[config.mk]
export PLATFORM = sky130hd
export DESIGN_NAME = obj_dma_ctrl
export DESIGN_NICKNAME = d
export VERILOG_FILES = /design/src/rtl/dkong_dma_pkg.sv /design/src/rtl/dma_xfer_pipe.sv /design/src/rtl/obj_dma_ctrl.sv
export SDC_FILE = /design/constraint.sdc
export NUM_CORES = 1
export LEC_CHECK = 0
export CORE_MARGIN = 2
export CORE_UTILIZATION = 54
export CTS_CLUSTER_SIZE = 40
export DETAILED_ROUTE_END_ITERATION = 6
export PLACE_DENSITY = 0.91
export SYNTH_ARGS = -nofsm -noshare
export SYNTH_HDL_FRONTEND = slang
export SYNTH_SLANG_ARGS = --single-unit
[constraint.sdc]
create_clock -name I_CLK -period 4.6 [get_ports I_CLK]
set_input_delay 0.69 -clock I_CLK [delete_from_list [all_inputs] [get_ports I_CLK]]
set_output_delay 0.69 -clock I_CLK [all_outputs]
set_load 0.1 [all_outputs]
[src/rtl/dkong_dma_pkg.sv]
// Shared types and defaults for the object-RAM DMA sequencer.
// The state enum is shared so that the FSM and any debug taps decode states the same way.
package dkong_dma_pkg;

    typedef enum logic [2:0] {
        ST_IDLE,
        ST_REQ,
        ST_XFER,
        ST_DRAIN,
        ST_DONE
    } dma_state_e;

    localparam int DMA_SRC_AW   = 10;
    localparam int DMA_DST_AW   = 9;
    localparam int DMA_LEN      = 384;
    localparam int DMA_DST_BASE = 0;
    localparam int OBJ_RAM_SIZE = 1 << DMA_DST_AW;

endpackage

[src/rtl/dma_xfer_pipe.sv]
// Read-issue / write-back stage: one work-RAM read per rd_en, and the matching
// object-RAM write one cycle later, when the synchronous RAM data is valid.
module dma_xfer_pipe #(
    parameter int SRC_AW   = 10,
    parameter int DST_AW   = 9,
    parameter int CW       = 9,
    parameter int DST_BASE = 0
) (
    input  logic              clk,
    input  logic              rst_n,
    input  logic              clr,
    input  logic              rd_en,
    input  logic [SRC_AW-1:0] src_base,
    input  logic [7:0]        src_q,
    output logic [CW-1:0]     rd_cnt,
    output logic              src_ce,
    output logic [SRC_AW-1:0] src_addr,
    output logic              dst_ce,
    output logic              dst_we,
    output logic [DST_AW-1:0] dst_addr,
    output logic [7:0]        dst_d
);

    logic [SRC_AW-1:0] base_q, base_d;
    logic [CW-1:0]     rd_cnt_q, rd_cnt_d;
    logic [CW-1:0]     wr_cnt_q, wr_cnt_d;
    logic              pend_q, pend_d;
    logic [7:0]        dout_q, dout_d;
    logic [SRC_AW-1:0] src_sum;
    logic [DST_AW-1:0] dst_sum;

    always_ff @(posedge clk or negedge rst_n) begin
        if (!rst_n) begin
            base_q   <= '0;
            rd_cnt_q <= '0;
            wr_cnt_q <= '0;
            pend_q   <= 1'b0;
            dout_q   <= '0;
        end else begin
            base_q   <= base_d;
            rd_cnt_q <= rd_cnt_d;
            wr_cnt_q <= wr_cnt_d;
            pend_q   <= pend_d;
            dout_q   <= dout_d;
        end
    end

    always_comb begin
        base_d   = base_q;
        rd_cnt_d = rd_cnt_q;
        wr_cnt_d = wr_cnt_q;
        pend_d   = rd_en;
        dout_d   = dout_q;
        if (clr) begin
            base_d   = src_base;
            rd_cnt_d = '0;
            wr_cnt_d = '0;
            pend_d   = 1'b0;
        end else begin
            if (rd_en) begin
                rd_cnt_d = rd_cnt_q + 1'b1;
            end
            if (pend_q) begin
                wr_cnt_d = wr_cnt_q + 1'b1;
                dout_d   = src_q;
            end
        end
    end

    // Truncating adds give the free-running modulo wrap on both address spaces.
    assign src_sum = base_q + SRC_AW'(rd_cnt_q);
    assign dst_sum = DST_AW'(DST_BASE) + DST_AW'(wr_cnt_q);

    assign rd_cnt   = rd_cnt_q;
    assign src_ce   = rd_en;
    assign src_addr = rd_en ? src_sum : '0;
    assign dst_ce   = pend_q;
    assign dst_we   = pend_q;
    assign dst_addr = pend_q ? dst_sum : '0;
    // Pass the RAM output straight through on a write, otherwise hold the last byte.
    assign dst_d    = pend_q ? src_q : dout_q;

endmodule

[src/rtl/obj_dma_ctrl.sv]
// Sprite/object DMA sequencer: requests the CPU bus, block-copies LEN bytes from
// work RAM into object RAM at one byte per clock, then releases the bus.
//
// state    | meaning
// ---------+----------------------------------------------------------
// ST_IDLE  | waiting for I_DMA_GO; base latched and counters cleared on accept
// ST_REQ   | BUSRQ held, waiting for BUSAK
// ST_XFER  | reads issued while granted and BUSAK high; pauses when BUSAK drops
// ST_DRAIN | last read issued, its object-RAM write completes here
// ST_DONE  | one-cycle completion pulse, bus released
module obj_dma_ctrl
    import dkong_dma_pkg::*;
#(
    parameter int SRC_AW   = DMA_SRC_AW,
    parameter int DST_AW   = DMA_DST_AW,
    parameter int LEN      = DMA_LEN,
    parameter int DST_BASE = DMA_DST_BASE
) (
    input  logic              I_CLK,
    input  logic              I_RST_n,
    input  logic              I_DMA_GO,
    input  logic [SRC_AW-1:0] I_SRC_BASE,
    input  logic              I_BUSAK,
    output logic              O_BUSRQ,
    output logic              O_GRANT,
    output logic [SRC_AW-1:0] O_SRC_ADDR,
    output logic              O_SRC_CE,
    input  logic [7:0]        I_SRC_Q,
    output logic [DST_AW-1:0] O_DST_ADDR,
    output logic [7:0]        O_DST_D,
    output logic              O_DST_CE,
    output logic              O_DST_WE,
    output logic              O_BUSY,
    output logic              O_DONE
);

    localparam int CW = $clog2(LEN + 1);

    dma_state_e    state_q, state_d;
    logic          grant_q, grant_d;
    logic          clr;
    logic          rd_en;
    logic [CW-1:0] rd_cnt;
    logic          last_rd;

    always_ff @(posedge I_CLK or negedge I_RST_n) begin
        if (!I_RST_n) begin
            state_q <= ST_IDLE;
            grant_q <= 1'b0;
        end else begin
            state_q <= state_d;
            grant_q <= grant_d;
        end
    end

    assign last_rd = (rd_cnt == CW'(LEN - 1));

    always_comb begin
        state_d = state_q;
        grant_d = 1'b0;
        clr     = 1'b0;
        rd_en   = 1'b0;
        case (state_q)
            ST_IDLE: begin
                if (I_DMA_GO) begin
                    clr     = 1'b1;
                    state_d = ST_REQ;
                end
            end
            ST_REQ: begin
                if (I_BUSAK) begin
                    grant_d = 1'b1;
                    state_d = ST_XFER;
                end
            end
            ST_XFER: begin
                // BUSAK gates the read combinationally so a drop stops issue at once.
                rd_en   = grant_q & I_BUSAK;
                grant_d = I_BUSAK;
                if (rd_en && last_rd) begin
                    grant_d = 1'b0;
                    state_d = ST_DRAIN;
                end
            end
            ST_DRAIN: state_d = ST_DONE;
            ST_DONE:  state_d = ST_IDLE;
            default:  state_d = ST_IDLE;
        endcase
    end

    assign O_GRANT = grant_q;
    assign O_BUSRQ = (state_q == ST_REQ) || (state_q == ST_XFER);
    assign O_BUSY  = (state_q == ST_REQ) || (state_q == ST_XFER) || (state_q == ST_DRAIN);
    assign O_DONE  = (state_q == ST_DONE);

    dma_xfer_pipe #(
        .SRC_AW   (SRC_AW),
        .DST_AW   (DST_AW),
        .CW       (CW),
        .DST_BASE (DST_BASE)
    ) u_pipe (
        .clk      (I_CLK),
        .rst_n    (I_RST_n),
        .clr      (clr),
        .rd_en    (rd_en),
        .src_base (I_SRC_BASE),
        .src_q    (I_SRC_Q),
        .rd_cnt   (rd_cnt),
        .src_ce   (O_SRC_CE),
        .src_addr (O_SRC_ADDR),
        .dst_ce   (O_DST_CE),
        .dst_we   (O_DST_WE),
        .dst_addr (O_DST_ADDR),
        .dst_d    (O_DST_D)
    );

endmodule

==> key figures <==
GRT
  – Largest net degree at the start of global routing: 42
  – GRT Resource Usage Total: 21.9%
  – Global-route wire length before repair: 8.55 mm
  – Antenna violations before repair: 0
  – Vias in the first global route: approximately 1.9k
  – Congestion Overflow GR: 0

Place
  – Dpl cell area: 0.00292 mm2
  – Dpl hpwl: 3.72 mm
  – IO Port Bufs: 55
  – Placer congestion estimate: 0.806
  – Dpl cells: 365

Worst setup path
  – R2R cell count: 4
  – Worst Path Max Fanout: 18
  – Critical path class: in -> out
  – Flop2flop setup slack: 2.56 ns
  – R2R Path Start: state_q[1]
  – R2r endpoint: u_pipe.rd_cnt[5]
  – CP endpoint kind: output pin
  – WP data required: 3.91 ns
  – Crit path arrival time: 2.71 ns
  – Crit path launch type: input port

Logic synthesis
  – Post-synth EDFFs: 0
  – Avg Synthesized Cell Area: 8.86 um2
  – Async set-reset flop share out of synthesis: 100%
  – Post-Syn Nets: roughly 300
  – Synth cell count leaders: nor2_1, dfrtp_1, nand2_1
  – Post-synthesis register bit count: 41
  – Mapped cell area: 0.00237 mm2
  – Seq/Total Area, Yosys: 43.4%
  – Syn. warnings: 0
  – Yosys top cell area share: 43.4%
  – Cells after Synth: between 200 and 300
  – Library cells used by synthesis: 38
  – Cell with the most instances after synthesis: nor2_1
  – Prevailing post-synth register cell: dfrtp_1
  – Synth area leader: dfrtp_1
  – Top post-synthesis cells by area: dfrtp_1, nor2_1, nand2_1

Timing
  – Setup violations, final: 0
  – Endpoints failing hold: 0
  – RSZ-0062 raised after global routing: no
  – Slew Viols, Final: 0
  – Final TNS setup: 0 ns
  – Final worst path period share: 73.9%
  – Slew HR: 34.3%
  – Clock Skew: 0.00903 ns
  – FMAX: roughly 300 MHz
  – Post-layout minimum cycle time: 3.40 ns
  – Slew @ Worst Pin: ~1 ns

Final layout
  – Fill cells: 327
  – Fin area: 0.00303 mm2
  – Ant. Diodes: 0
  – Layout area overhead: 28.2%
  – Final #Nets: about 350
  – Ratio of cells with drive above 1 in the final layout: 10.3%
  – Post-route insts no fill: between 300 and 400

Route
  – WL final: just over 5 mm
  – ANT nets after route: 0
  – Initial DRC count: a little over 100
  – DR WL/cell: 13.9 um
  – Via density: 5.46
  – Vias after detailed routing: a little over 2k
  – Drt pass-1 iters: 4
  – DRC Markers: 0

Power and ir drop
  – Pwr dens: 593 mW/mm2
  – Leakage Power: 1.38 nW
  – Comb power frac: 52.9%
  – Internal power: 0.000906 W
  – Sw Share: 49.6%
  – Clock power frac: 16.6%
  – Net load switching power: 0.000892 W
  – Seq pwr share: between 30% and 40%
  – VDD IR max: ~0.66 mV

Floorplan
  – Die Span X: 70.2 um
  – Area of the core: 0.00429 mm2
  – Initial Utilization: between 50 and 60%
  – Die H: 70.2 um
  – Die area: 0.00493 mm2
  – Row count: 24
  – Num ports: 56

Hold path
  – Hold worst-path end: u_pipe.base_q[8]
  – HP Start: u_pipe.base_q[8]
  – Worst min-delay path class: reg -> reg
  – Hold depth: 2

Clock tree
  – Root Buffer: clkbuf_8
  – Cts bufs inserted: 5
  – Worst-path clk slew: approximately 0.080 ns
  – Clk_lat worst skew: 0.29 ns
  – Clock sinks: 41
  – Max clock buf depth: 2
  – H-tree Lvls: 2
  – CTS tree: yes
  – PostCTS Resize Cnt: 0
  – Post-CTS Setup Bufs: 0
  – Number of hold buffers added after CTS: 0

Run status
  – Status: complete, no violations

Flow run
  – Max-cap viol count: 0
-- area by class of cell --
cell class | count | area [um2] | share of cell area, %
Multi-Input combinational cell | 209 | 1270 | 42.0
Tap cell | 52 | 65.1 | 2.15
Sequential cell | 41 | 1030 | 33.8
Inverter | 7 | 26.3 | 0.866
Clock buffer | 7 | 86.3 | 2.85
Timing Repair Buffer | 56 | 526 | 17.3
Clock inverter | 1 | 30.0 | 0.990
-- how the worst max path moves through the flow --
stage | from | slack (ns) | depth (start not counted) | endpoint
after floorplan | O_GRANT | 0.10 | 5 | O_SRC_ADDR[2]
after global placement | I_BUSAK | 1.24 | 7 | O_SRC_ADDR[9]
after detailed placement | I_BUSAK | 1.20 | 7 | O_SRC_ADDR[9]
after CTS | I_BUSAK | 1.20 | 7 | O_SRC_ADDR[9]
after global routing | I_BUSAK | 1.10 | 7 | O_SRC_ADDR[9]
final | I_BUSAK | 1.20 | 7 | O_SRC_ADDR[9]
-- per-layer routing --
layer | vias to the layer above | global-route usage [%] | share of wire [%]
met1 | 956 | 27.7 | 42
li1 | 1008 | - | -
met3 | 8 | 3.75 | 5.0
met2 | 66 | 36.3 | 51
met5 | - | 0 | 0
met4 | 0 | 11.1 | 1.8
-- cells in the final DEF, fill, tap and decap left out, types with 8 or more instances in the layout --
cell             count
xor2_1               9
clkdlybuf4s50_1     43
o21ai_0             10
a21oi_1              9
dfrtp_1             41
mux2_2               8
nand2_1             41
ha_1                11
nor3_1              11
and2_1              11
nor2_1              48
buf_4               12
-- sequential cells by signal (all words and copies together), names as in the netlist --
| register | count |
|---|---|
| u_pipe.base_q | 10 |
| u_pipe.wr_cnt_q | 9 |
| u_pipe.dst_ce | 1 |
| u_pipe.dout_q | 8 |
| u_pipe.rd_cnt | 9 |
| O_GRANT | 1 |
| state_q | 3 |
-- per-stage QoR --
step           power (W)  worst slack, ns  hold slack [ns]  util, %
2_1_floorplan    0.00128            0.105            0.394        -
3_3_place_gp     0.00148             1.24            0.464     67.9
3_5_place_dp     0.00151             1.20            0.472     67.9
4_1_cts          0.00181             1.20            0.492     70.6
5_1_grt          0.00189             1.10            0.519     70.6
6_report         0.00180             1.20            0.489     70.6
-- power groups by stage --
stage	Combinational [W]	Clock (W)	Sequential, W
after floorplan	0.000735	0	0.000548
after global placement	0.000936	0	0.000548
after detailed placement	0.000951	0	0.000554
after CTS	0.000958	0.000305	0.000547
after global routing	0.00101	0.000315	0.000562
final	0.000951	0.000298	0.000548
-- worst max-delay path, cell delays in order --
cell	delay (ns)
clkdlybuf4s50_1	0.53
nand2_1	0.09
or3_1	0.60
inv_2	0.26
nand2b_1	0.08
mux2i_1	0.14
buf_4	0.32
-- cells by family after synthesis --
kind of cell | after synthesis | share of synthesized area, %
and+or+nand+nor | 140 | 28.3
DFF | 41 | 43.4
AOI/OAI and AO/OA | 33 | 8.67
buffers and inverters | 17 | 3.17
xor gates and xnor gates | 14 | 5.18
adders and majority gates | 12 | 6.66
muxes | 10 | 4.65
Power figures use the tool's default switching activity.
